File: src/rtl/qbus_pkg.sv
// qbus_pkg: shared types and constants for the Q-bus target.
//   qbus_state_e : transaction FSM states
//   BE_LO/BE_HI/BE_WORD : memory-port byte-enable encodings
package qbus_pkg;

    typedef enum logic [2:0] {
        IDLE     = 3'd0,
        ADDR     = 3'd1,
        RD_REQ   = 3'd2,
        RD_SETUP = 3'd3,
        RD_RPLY  = 3'd4,
        WR_REQ   = 3'd5,
        WR_RPLY  = 3'd6,
        DONE     = 3'd7
    } qbus_state_e;

    localparam logic [1:0] BE_LO   = 2'b01;
    localparam logic [1:0] BE_HI   = 2'b10;
    localparam logic [1:0] BE_WORD = 2'b11;

    // Byte writes select one lane from the byte address LSB; word writes use both.
    function automatic logic [1:0] write_be(input logic is_byte, input logic a0);
        if (!is_byte) return BE_WORD;
        return a0 ? BE_HI : BE_LO;
    endfunction

endpackage

File: src/rtl/qbus_sync.sv
// qbus_sync: W-bit wide, STAGES-deep flop-chain synchronizer.
//   clk, rst : clock, asynchronous active-high reset (flops reset to 1,
//              the idle level of the inverted Q-bus lines)
//   d        : asynchronous input vector
//   q        : synchronized output vector (STAGES cycles of latency)
module qbus_sync #(
    parameter int W      = 1,
    parameter int STAGES = 2
) (
    input  logic         clk,
    input  logic         rst,
    input  logic [W-1:0] d,
    output logic [W-1:0] q
);

    logic [W-1:0] chain [STAGES];

    always_ff @(posedge clk or posedge rst) begin
        if (rst) begin
            for (int i = 0; i < STAGES; i++) chain[i] <= '1;
        end else begin
            chain[0] <= d;
            for (int i = 1; i < STAGES; i++) chain[i] <= chain[i-1];
        end
    end

    assign q = chain[STAGES-1];

endmodule

File: src/rtl/qbus_slave.sv
// qbus_slave: Q-bus target answering DATI, DATO(B) and DATIO(B) and bridging
// each transaction to a synchronous memory/register port.
//   pin_clk, pin_rst     : clock, asynchronous active-high reset
//   pin_ad_in_n          : inverted AD bus from the pins
//   pin_ad_out_n/_oe     : inverted AD drive value and its output enable
//   pin_sync_n/din_n/dout_n/wtbt_n : bus strobes and status (active low)
//   pin_rply_n           : reply (made open-drain by the board top)
//   mem_*                : memory port (word address, data, byte enables,
//                          rd/wr request, ack pulse, read data)
//   dbg_state            : current FSM state, for observation only
//
// Memory handshake: mem_rd or mem_wr is raised with address/data/enables
// stable and stays high until the cycle in which mem_ack = 1 is sampled;
// mem_rdata is only valid in that ack cycle. A request never drops early
// except on reset, after which a stray ack is ignored because the FSM is idle.
module qbus_slave
    import qbus_pkg::*;
#(
    parameter int            AW          = 16,
    parameter logic [AW-1:0] BASE        = 16'o000000,
    parameter logic [AW-1:0] MASK        = 16'o170000,
    parameter int            SETUP       = 2,
    parameter int            SYNC_STAGES = 2
) (
    input  logic              pin_clk,
    input  logic              pin_rst,
    input  logic [15:0]       pin_ad_in_n,
    output logic [15:0]       pin_ad_out_n,
    output logic              pin_ad_oe,
    input  logic              pin_sync_n,
    input  logic              pin_din_n,
    input  logic              pin_dout_n,
    input  logic              pin_wtbt_n,
    output logic              pin_rply_n,
    output logic [AW-2:0]     mem_addr,
    output logic [15:0]       mem_wdata,
    output logic [1:0]        mem_be,
    output logic              mem_rd,
    output logic              mem_wr,
    input  logic              mem_ack,
    input  logic [15:0]       mem_rdata,
    output qbus_state_e       dbg_state
);

    localparam logic [7:0] SETUP_LAST = 8'(SETUP - 1);

    // Synchronized bus inputs, still active low.
    logic [15:0] ad_s;
    logic        sync_s, din_s, dout_s, wtbt_s;

    qbus_sync #(.W(20), .STAGES(SYNC_STAGES)) u_sync (
        .clk (pin_clk),
        .rst (pin_rst),
        .d   ({pin_ad_in_n, pin_sync_n, pin_din_n, pin_dout_n, pin_wtbt_n}),
        .q   ({ad_s, sync_s, din_s, dout_s, wtbt_s})
    );

    qbus_state_e   state, next_state;
    logic          sync_d;
    logic [AW-1:0] addr;
    logic [15:0]   wdata, rdata;
    logic          byte_wr;
    logic [7:0]    setup_cnt;

    logic [AW-1:0] ad_addr;
    logic          sync_fall, hit;

    assign ad_addr   = ~ad_s[AW-1:0];
    assign sync_fall = sync_d & ~sync_s;
    assign hit       = ((ad_addr & MASK) == (BASE & MASK));

    // State register.
    always_ff @(posedge pin_clk or posedge pin_rst) begin
        if (pin_rst) state <= IDLE;
        else         state <= next_state;
    end

    // Next-state logic.
    always_comb begin
        next_state = state;
        unique case (state)
            IDLE:     if (sync_fall) next_state = hit ? ADDR : DONE;
            // SYNC negation ends the frame; DIN wins over DOUT when both show.
            ADDR: begin
                if (sync_s)       next_state = IDLE;
                else if (!din_s)  next_state = RD_REQ;
                else if (!dout_s) next_state = WR_REQ;
            end
            // A frame abandoned mid-request still finishes the memory access
            // but gets no reply.
            RD_REQ:   if (mem_ack) next_state = sync_s ? IDLE : RD_SETUP;
            RD_SETUP: if (setup_cnt == SETUP_LAST) next_state = RD_RPLY;
            // Back to ADDR so a DOUT in the same frame forms a DATIO.
            RD_RPLY:  if (din_s) next_state = ADDR;
            WR_REQ:   if (mem_ack) next_state = sync_s ? IDLE : WR_RPLY;
            WR_RPLY:  if (dout_s) next_state = DONE;
            DONE:     if (sync_s) next_state = IDLE;
            default:  next_state = IDLE;
        endcase
    end

    // Datapath registers captured at specific FSM transitions.
    always_ff @(posedge pin_clk or posedge pin_rst) begin
        if (pin_rst) begin
            sync_d    <= 1'b1;
            addr      <= '0;
            wdata     <= '0;
            rdata     <= '0;
            byte_wr   <= 1'b0;
            setup_cnt <= '0;
        end else begin
            sync_d <= sync_s;
            if (state == IDLE && sync_fall) addr <= ad_addr;
            if (state == ADDR && next_state == WR_REQ) begin
                wdata   <= ~ad_s;
                byte_wr <= ~wtbt_s;
            end
            if (state == RD_REQ && mem_ack) rdata <= mem_rdata;
            setup_cnt <= (state == RD_SETUP) ? setup_cnt + 8'd1 : 8'd0;
        end
    end

    // Moore outputs decoded from the state.
    always_comb begin
        pin_rply_n   = 1'b1;
        pin_ad_oe    = 1'b0;
        pin_ad_out_n = 16'hFFFF;
        mem_rd       = 1'b0;
        mem_wr       = 1'b0;
        mem_be       = 2'b00;
        unique case (state)
            RD_REQ: begin
                mem_rd = 1'b1;
                mem_be = BE_WORD;
            end
            RD_SETUP: begin
                pin_ad_oe    = 1'b1;
                pin_ad_out_n = ~rdata;
            end
            RD_RPLY: begin
                pin_ad_oe    = 1'b1;
                pin_ad_out_n = ~rdata;
                pin_rply_n   = 1'b0;
            end
            WR_REQ: begin
                mem_wr = 1'b1;
                mem_be = write_be(byte_wr, addr[0]);
            end
            WR_RPLY: pin_rply_n = 1'b0;
            default: ;
        endcase
    end

    assign mem_addr  = addr[AW-1:1];
    assign mem_wdata = wdata;
    assign dbg_state = state;

endmodule

File: config.mk
export PLATFORM = sky130hd
export DESIGN_NAME = qbus_slave
export DESIGN_NICKNAME = d
export VERILOG_FILES = /design/src/rtl/qbus_pkg.sv /design/src/rtl/qbus_sync.sv /design/src/rtl/qbus_slave.sv
export SDC_FILE = /design/constraint.sdc
export NUM_CORES = 1
export LEC_CHECK = 0
export BUFFER_PORTS_ARGS = -buffer_cell sky130_fd_sc_hd__buf_4
export CAP_MARGIN = 40
export CORE_AREA = 2 2 113 115
export DETAILED_ROUTE_END_ITERATION = 10
export DIE_AREA = 0 0 115 117
export PLACE_DENSITY = 0.63
export SYNTH_ARGS = -nofsm -noshare
export SYNTH_HDL_FRONTEND = slang
export SYNTH_SLANG_ARGS = --single-unit
File: constraint.sdc
create_clock -name pin_clk -period 3.24 [get_ports pin_clk]
set_input_delay 0.648 -clock pin_clk [delete_from_list [all_inputs] [get_ports pin_clk]]
set_output_delay 0.648 -clock pin_clk [all_outputs]
set_load 0.02 [all_outputs]
==> results.json, run 1 <==
{
  "required_ns": 2.59,
  "cts.repair.resized": 0,
  "grt_pass1_wl_um": 11400,
  "wl_um": 7110,
  "fin_crit_ns": 2.75,
  "netlist_top_cells_area": "dfrtp_1, dfstp_2, mux2_2, o21ai_2, buf_4",
  "die_y_um": 117,
  "insertion_delay_ns": 0.34,
  "power_frac_clock_pct": 23.8,
  "synth_top_area_share_pct": 39.4,
  "ctsHoldBuffers": 0,
  "gr-total-overflow": 0,
  "syn-num-nets": 337,
  "final-hold-violation-count": 0,
  "syn_area_um2": 3810,
  "cts_buffers": 9,
  "critPathTopFamily": "flip-flops",
  "power.leakage_uw": 0.00218,
  "die_x_um": 115,
  "crit_cells": 5,
  "cts_tree": "yes",
  "ios": 95,
  "wl_per_cell_um": 13.3,
  "drcViolationCount": 0,
  "path_common_cell": "buf_4",
  "crit_path_max_fanout": 17,
  "min-delay-start": "u_sync.chain[30]$_DFF_PP1_",
  "skew_ns": 0.00793,
  "max_freq_ghz": 0.364,
  "yosys.area.top_type": "dfrtp_1",
  "ir_drop_mv": 0.410,
  "status": "finished, final reports clean",
  "powerDensity_nw_per_um2": 935,
  "hpwl_um": 5100,
  "avgSynthCellArea_um2": 12.9,
  "cts_max_level": 3,
  "antenna_found_initial": 0,
  "maxCapViolations": 0,
  "vias": 2303,
  "fp-row-count": 41,
  "min_to": "u_sync.q[10]$_DFF_PP1_",
  "grt_max_degree": 52,
  "sequentialPowerShare_pct": 41.1,
  "netlist_instances": 296,
  "clockRootBuffer": "clkbuf_16",
  "finalSetupTns_ns": 0,
  "grt_setup_unrepaired": "false",
  "finalMaxSlewViolations": 0,
  "crit_slowest_cell": "dfrtp_1",
  "worst_hold_path_type": "reg2reg",
  "die-area_um2": 13500,
  "portBuffers": 94,
  "place_inst": 518,
  "worst-path-buf-inv": 2,
  "intPower_uw": 2980,
  "worstSetupPathType": "reg2out",
  "r2r-start": "dbg_state[2]$_DFF_PP0_",
  "crit_chain": "nand3b_1 -> o21ai_1 -> buf_4 -> nand2_1 -> buf_4",
  "relSlewSlack_pct": 59.2,
  "area_growth_pct": 28.2,
  "fin_crit_sh_pct": 84.8,
  "nNetsFinal": 420,
  "antenna_cells": 0,
  "cp_slowest_stage_delay_ns": 0.66,
  "initial_core_util_pct": 30.9,
  "detail_route.first_pass.iterations": 4,
  "arrival_ns": 2.10,
  "postRouteAntennaNets": 0,
  "reg2reg_depth": 5,
  "hold_depth": 0,
  "gp_congestion": 0.762,
  "drtIter0Drc": 90,
  "synth_seq_cells": 101,
  "p_sw_uw": 1590,
  "reg2reg_setup_slack_ns": 0.92,
  "synth_warnings": 0,
  "grtUsageTotal_pct": 11.0,
  "post_layout_nonfiller_instances": 533,
  "ys_seq_area_share_pct": 67.7,
  "setup.worst_path.start": "dbg_state[0]$_DFF_PP0_",
  "crit_path_start_kind": "flip-flop",
  "grt_pass1_vias": 2308,
  "switching_share_pct": 34.8,
  "cts.sinks": 101,
  "post_cts_buffers": 0,
  "rr_endpoint": "mem_wdata[9]$_DFFE_PP0P_",
  "clk_pin_slew_ns": 0.07,
  "combPwrFrac_pct": 35.2,
  "drive_above_1_share_pct": 51.2,
  "cts_buffer_depth": 2,
  "synth.distinct_cells": 41,
  "vias_per_cell": 4.32,
  "tightest_slew_ns": 0.612,
  "core_region_area_um2": 12300,
  "finalSetupViolations": 0,
  "critPathCaptureType": "primary output"
}
## stage by stage
stage	total power, uW	util, %	cell area [um2]	setup slack [ns]	hold slack, ns
global route	4860	39.7	4880	0.304	0.354
finish	4570	39.7	4880	0.492	0.348
detailed placement	3530	37.2	4580	0.861	0.347
global placement	3480	37.0	4550	0.868	0.346
floorplan	2960	-	3810	0.0127	0.345
CTS	4650	39.7	4880	0.476	0.347
## routing by layer
| layer | GRT usage (%) | vias to the layer above | wire, um |
|---|---|---|---|
| li1 | - | 1134 | - |
| met1 | 13.7 | 1112 | 3000 |
| met2 | 17.8 | 48 | 3600 |
| met3 | 3.35 | 9 | 384 |
| met4 | 5.22 | 0 | 126 |
| met5 | 0 | - | 0 |
## synth_stat cells (all sizes together)
cell and instances:
buf 25, a221oi 1, o21ai 22, xor2 4, nor2 27, or3b 1
nand3 4, nor4 2, inv 7, and4 1, o211ai 1, nand2b 3
or2 1, or2b 1, o21bai 1, and3 2, a41oi 1, a31oi 1
or4b 2, nand2 38, a21oi 18, mux2 16, nand3b 1, and2 1
o31ai 2, ha 2, clkbuf 2, nand4 3, nor2b 2, dfstp 41
dfrtp 60, xnor2 2, nor3 1
## area by class of cell
class / count / area (um2)
Inverter: 7 / 28.8
Clock inverter: 5 / 66.3
Timing Repair Buffer: 99 / 776
Sequential cell: 101 / 2580
Multi-Input combinational cell: 161 / 1010
Clock buffer: 10 / 239
Tap cell: 150 / 188
Fill cell: 1173 / 7430
## power by group through the flow
stage                     clock, uW  combinational (uW)  sequential [uW]
after detailed placement          0                1630             1900
after global placement            0                1600             1880
after global routing           1180                1750             1930
final                          1080                1610             1880
after floorplan                   0                1010             1950
after CTS                      1130                1640             1880
## cell usage in the layout, fill, tap and decap left out, types with 2 or more instances in the layout
cell type and count:
a21oi_1 18, and3_1 2, buf_4 97, clkbuf_16 9, dfrtp_1 60, dfstp_2 41, ha_1 2, inv_1 6
mux2_2 16, nand2_1 36, nand2_2 2, nand2b_1 3, nand3_1 4, nand4_1 3, nor2_1 26, nor2b_1 2
o21ai_0 4, o21ai_2 17, o31ai_1 2, or4b_2 2, xnor2_1 2, xor2_1 4
## cells by family after synthesis
group	synth area share, %
AOI/OAI and AO/OA	8.34
xor gates and xnor gates	1.38
adders and majority gates	0.657
buffers and inverters	5.85
DFF	67.7
muxes	4.73
and+or+nand+nor	11.3
## worst max-delay path by stage
stage                                      to  slack (ns)
finish                       pin_ad_out_n[10]        0.49
detailed placement           pin_ad_out_n[10]        0.86
floorplan                 addr[0]$_DFFE_PP0P_        0.01
global placement    mem_wdata[11]$_DFFE_PP0P_        0.87
CTS                          pin_ad_out_n[10]        0.48
global route                  pin_ad_out_n[5]        0.30
## registers in the layout (all words and copies together) (netlist names)
register      flops
u_sync.chain     20
u_sync.q         20
addr             16
mem_wdata        16
rdata            16
setup_cnt         8
dbg_state         3
byte_wr           1
sync_d            1
No activity file was read; power rests on OpenSTA's default activity.
==> run 2, diff against run 1 <==
- clock period: 3.24 -> 2.3 ns (I/O delays scaled with it)
==> run 2 against run 1 <==
Effect of this change:
- combinational power grew 47%
- setup slack lost 0.39 ns
- largest cell class unchanged
- non-clock buffer count grew 4
- via count grew 2.3%
- highest routed layer unchanged
- clock power grew 40%
- critical endpoint is now pin_ad_out_n[13]
- sequential cell count is the same
- power grew 42%
- core utilization grew 0.18 points
==> results.json, run 2 (synthesis results as in run 1) <==
{
  "arrival_ns": 1.74,
  "required_ns": 1.84,
  "maxCapViolations": 0,
  "cts_buffer_depth": 2,
  "worst_hold_path_type": "in2reg",
  "fin_ws_ns": 0.0983,
  "setup.worst_path.start": "dbg_state[2]$_DFF_PP0_",
  "power.leakage_uw": 0.00219,
  "grt_pass1_vias": 2341,
  "clk_pin_slew_ns": 0.08,
  "nNetsFinal": 424,
  "vias_per_cell": 4.38,
  "vias": 2355,
  "fin_crit_ns": 2.20,
  "crit_path_max_fanout": 17,
  "die_x_um": 115,
  "clockRootBuffer": "clkbuf_16",
  "worst_hold_slack_ns": 0.209,
  "reg2reg_depth": 5,
  "relSlewSlack_pct": 64.9,
  "ios": 95,
  "drtIter0Drc": 168,
  "hpwl_um": 5020,
  "die_y_um": 117,
  "portBuffers": 94,
  "drcViolationCount": 0,
  "cts.sinks": 101,
  "status": "finished, final reports clean",
  "tightest_slew_ns": 0.526,
  "final_common_cell": "buf_4",
  "ir_drop_mv": 0.573,
  "pre_cts_slack_ns": 0.333,
  "cts_buffers": 9,
  "grtUsageTotal_pct": 11.5,
  "finish.utilization_pct": 39.8,
  "antenna_cells": 0,
  "postRouteAntennaNets": 0,
  "grt_pass1_wl_um": 11800,
  "antenna_found_initial": 0,
  "worstSetupPathType": "reg2out",
  "final-hold-violation-count": 0,
  "core_region_area_um2": 12300,
  "finalSetupTns_ns": 0,
  "powerDensity_nw_per_um2": 1320,
  "grt_max_degree": 102,
  "crit_path_start_kind": "flip-flop",
  "gr-total-overflow": 0,
  "die-area_um2": 13500,
  "cts_max_level": 3,
  "gp_congestion": 0.790,
  "r2r-start": "u_sync.q[2]$_DFF_PP1_",
  "critPathCaptureType": "primary output",
  "detail_route.first_pass.iterations": 6,
  "wl_um": 7320,
  "skew_ns": 0.00645,
  "finalSetupViolations": 0,
  "fin_crit_sh_pct": 95.7,
  "initial_core_util_pct": 30.9,
  "drive_above_1_share_pct": 52.6,
  "fp-row-count": 41,
  "most-common-layout-cells": "buf_4, dfrtp_1, dfstp_2, nand2_1, nor2_1",
  "min-delay-start": "pin_ad_in_n[2]",
  "hold_depth": 1,
  "report.power.total_uw": 6480,
  "wl_per_cell_um": 13.6,
  "post_cts_buffers": 0,
  "finalMaxSlewViolations": 0,
  "max_freq_ghz": 0.454,
  "area_growth_pct": 28.8,
  "insertion_delay_ns": 0.35,
  "cts_tree": "yes"
}
==> run 2: stage by stage <==
stage / cell area [um2] / cells
floorplan: 3810 / 296
detailed placement: 4590 / 522
CTS: 4900 / 538
global placement: 4590 / 522
global route: 4910 / 538
finish: 4910 / 538
==> run 2: critical path: stages, from the launching register on <==
cell	delay, ns
dfrtp_2	0.45
buf_4	0.18
nand3b_1	0.17
o21ai_1	0.14
buf_6	0.22
nand2_1	0.08
buf_4	0.15
==> run 2: final cells by class <==
class	count	area [um2]
fillers	1187	7410
flip-flops and latches	101	2580
multi-input cells	161	1010
repair buffers	103	790
clock buffers	9	225
well taps	150	188
clock inverters	7	77.6
inverters	7	30.0
==> run 2: worst paths after layout <==
check / end / slack (ns)
max reg2reg: mem_wdata[2]$_DFFE_PP0P_ / 0.32
max in group asynchronous: u_sync.q[2]$_DFF_PP1_ / 1.64
min reg2reg: u_sync.q[19]$_DFF_PP1_ / 0.35
min in group asynchronous: addr[13]$_DFFE_PP0P_ / 0.23
min: u_sync.chain[26]$_DFF_PP1_ / 0.21
max: pin_ad_out_n[13] / 0.1
==> run 2: metal layers <==
metal / share of wire (%) / GRT usage (%) / vias to the layer above
met5: 0 / 0 / -
met4: 0.92 / 5.06 / 0
met3: 5.2 / 3.86 / 6
met2: 50 / 18.1 / 52
met1: 44 / 14.5 / 1151
li1: - / - / 1146
==> run 2: timing repair <==
item,CTS,global route
endpoints found under the setup margin,2,17
gates resized for setup,1,4
hold buffers,0,0
==> run 2: where the power goes <==
group / leakage (uW) / internal (uW) / switching [uW]
clock network: 0.000144 / 770 / 736
logic: 0.000879 / 1050 / 1310
registers: 0.00116 / 2300 / 310
==> run 3, diff against run 2 <==
- CORE_AREA: 2 2 113 115 -> 2 2 94 96
- DIE_AREA: 0 0 115 117 -> 0 0 96 98
- GPL_TIMING_DRIVEN: unset -> 0
- HOLD_SLACK_MARGIN: unset -> 0.08
- PLACE_DENSITY: 0.63 -> 0.83
==> run 3 against run 2 <==
Effect of this change:
- design area increased by 0.97%
- clock power shrank 27%
- final cell count is 3.7% lower
- non-clock buffer count is 22 higher
- combinational power increased by 9.3%
- power shrank 2.6%
- count of clock-buffer cells in the layout did not move
- via count up 8.4%
- critical path type unchanged
==> results.json, run 3 (synthesis results as in run 1) <==
{
  "gp_congestion": 0.857,
  "placed_cell_area_um2": 4690,
  "report.power.total_uw": 6310,
  "pre_cts_slack_ns": -0.167,
  "fin_ws_ns": 0.0801,
  "finalMaxSlewViolations": 0,
  "clockRootBuffer": "clkbuf_8",
  "fp-row-count": 34,
  "ios": 95,
  "grtUsageTotal_pct": 17.4,
  "cts_max_level": 3,
  "most-common-layout-cells": "buf_4, dfrtp_1, dfstp_2, nand2_1, nor2_1",
  "initial_core_util_pct": 45.0,
  "fin_crit_sh_pct": 96.5,
  "grt_pass1_wl_um": 12700,
  "drcViolationCount": 0,
  "hpwl_um": 5430,
  "detail_route.first_pass.iterations": 5,
  "wl_per_cell_um": 14.5,
  "arrival_ns": 1.76,
  "gr-total-overflow": 0,
  "worstSetupPathType": "reg2out",
  "final_common_cell": "buf_4",
  "cp_slowest_stage_delay_ns": 0.50,
  "die-area_um2": 9410,
  "die_x_um": 96,
  "cts_buffer_depth": 2,
  "crit_path_start_kind": "flip-flop",
  "fillers": 686,
  "die_y_um": 98,
  "vias_per_cell": 4.93,
  "nNetsFinal": 446,
  "area_growth_pct": 30.1,
  "ir_drop_mv": 0.560,
  "status": "finished, final reports clean",
  "crit_path_max_fanout": 10,
  "powerDensity_nw_per_um2": 1270,
  "required_ns": 1.84,
  "grt_pass1_vias": 2678,
  "cts_buffers": 9,
  "wl_um": 7490,
  "cts_tree": "yes",
  "final-hold-violation-count": 0,
  "tightest_slew_ns": 0.600,
  "power.leakage_uw": 0.00225,
  "grt_max_degree": 41,
  "cts.sinks": 101,
  "postRouteAntennaNets": 0,
  "worst_hold_path_type": "in2async",
  "maxCapViolations": 0,
  "finalSetupViolations": 0,
  "skew_ns": 0.0181,
  "antenna_found_initial": 0,
  "crit_slowest_cell": "dfrtp_1",
  "max_freq_ghz": 0.450,
  "clk_pin_slew_ns": 0.11,
  "drtIter0Drc": 149,
  "fin_crit_ns": 2.22,
  "portBuffers": 94,
  "ctsHoldBuffers": 0,
  "relSlewSlack_pct": 59.9,
  "crit_chain": "clkbuf_2 -> nand2_1 -> a21oi_1 -> or2_2 -> buf_4",
  "fin_area_um2": 4950,
  "finalSetupTns_ns": 0,
  "insertion_delay_ns": 0.38,
  "critPathCaptureType": "primary output",
  "drive_above_1_share_pct": 54.9,
  "grt_setup_unrepaired": "true",
  "antenna_cells": 0,
  "worst_hold_slack_ns": 0.145,
  "core_region_area_um2": 8470,
  "vias": 2552
}
run 3: worst paths after layout:
kind	depth (start not counted)	from	end	slack, ns
hold / removal	2	pin_rst	addr[10]$_DFFE_PP0P_	0.15
setup / recovery	5	dbg_state[0]$_DFF_PP0_	mem_be[0]	0.08
max in group asynchronous	3	pin_rst	u_sync.chain[21]$_DFF_PP1_	1.51
setup reg to reg	6	u_sync.q[2]$_DFF_PP1_	byte_wr$_DFFE_PP0P_	0.25
hold reg to reg	0	u_sync.chain[21]$_DFF_PP1_	u_sync.q[1]$_DFF_PP1_	0.35
min in group pin_clk	1	pin_ad_in_n[9]	u_sync.chain[33]$_DFF_PP1_	0.18
run 3: where the power goes:
part	switching (uW)	total (uW)	internal (uW)
clock network	673	1100	428
logic	1350	2590	1240
registers	322	2620	2300
run 3: cell type report:
cell class | instances | area [um2] | share of cell area, %
Clock buffer | 9 | 124 | 2.50
Inverter | 7 | 30.0 | 0.606
Tap cell | 108 | 135 | 2.73
Timing Repair Buffer | 98 | 764 | 15.4
Clock inverter | 7 | 78.8 | 1.59
Buffer | 27 | 210 | 4.24
Sequential cell | 101 | 2580 | 52.1
Multi-Input combinational cell | 161 | 1030 | 20.8
run 3: through the flow:
step / instances / util (%)
2_1_floorplan: 296 / -
3_3_place_gp: 498 / 55.0
3_5_place_dp: 500 / 55.4
4_1_cts: 517 / 58.3
5_1_grt: 518 / 58.5
6_report: 518 / 58.5
run 3: metal layers:
layer  vias up  routed length, um  GRT usage (%)
li1       1184                  -              -
met1      1287               3080           22.8
met2        70               3910           28.0
met3        11                348           4.17
met4         0                152           6.81
met5         -                  0              0
run 3: critical path: cells and delay by family, from the launching register on:
kind	cells	cell delay (ns)
buffers and inverters	2	0.41
AO/OA/AOI/OAI	1	0.05
flip-flops	1	0.50
AND/OR/NAND/NOR	2	0.44
run 3: timing repair:
| item | CTS | global route |
|---|---|---|
| pin swaps | 1 | 1 |
| setup buffers | 1 | 1 |
| resized for setup | 8 | 4 |
| setup endpoints to repair | 19 | 18 |
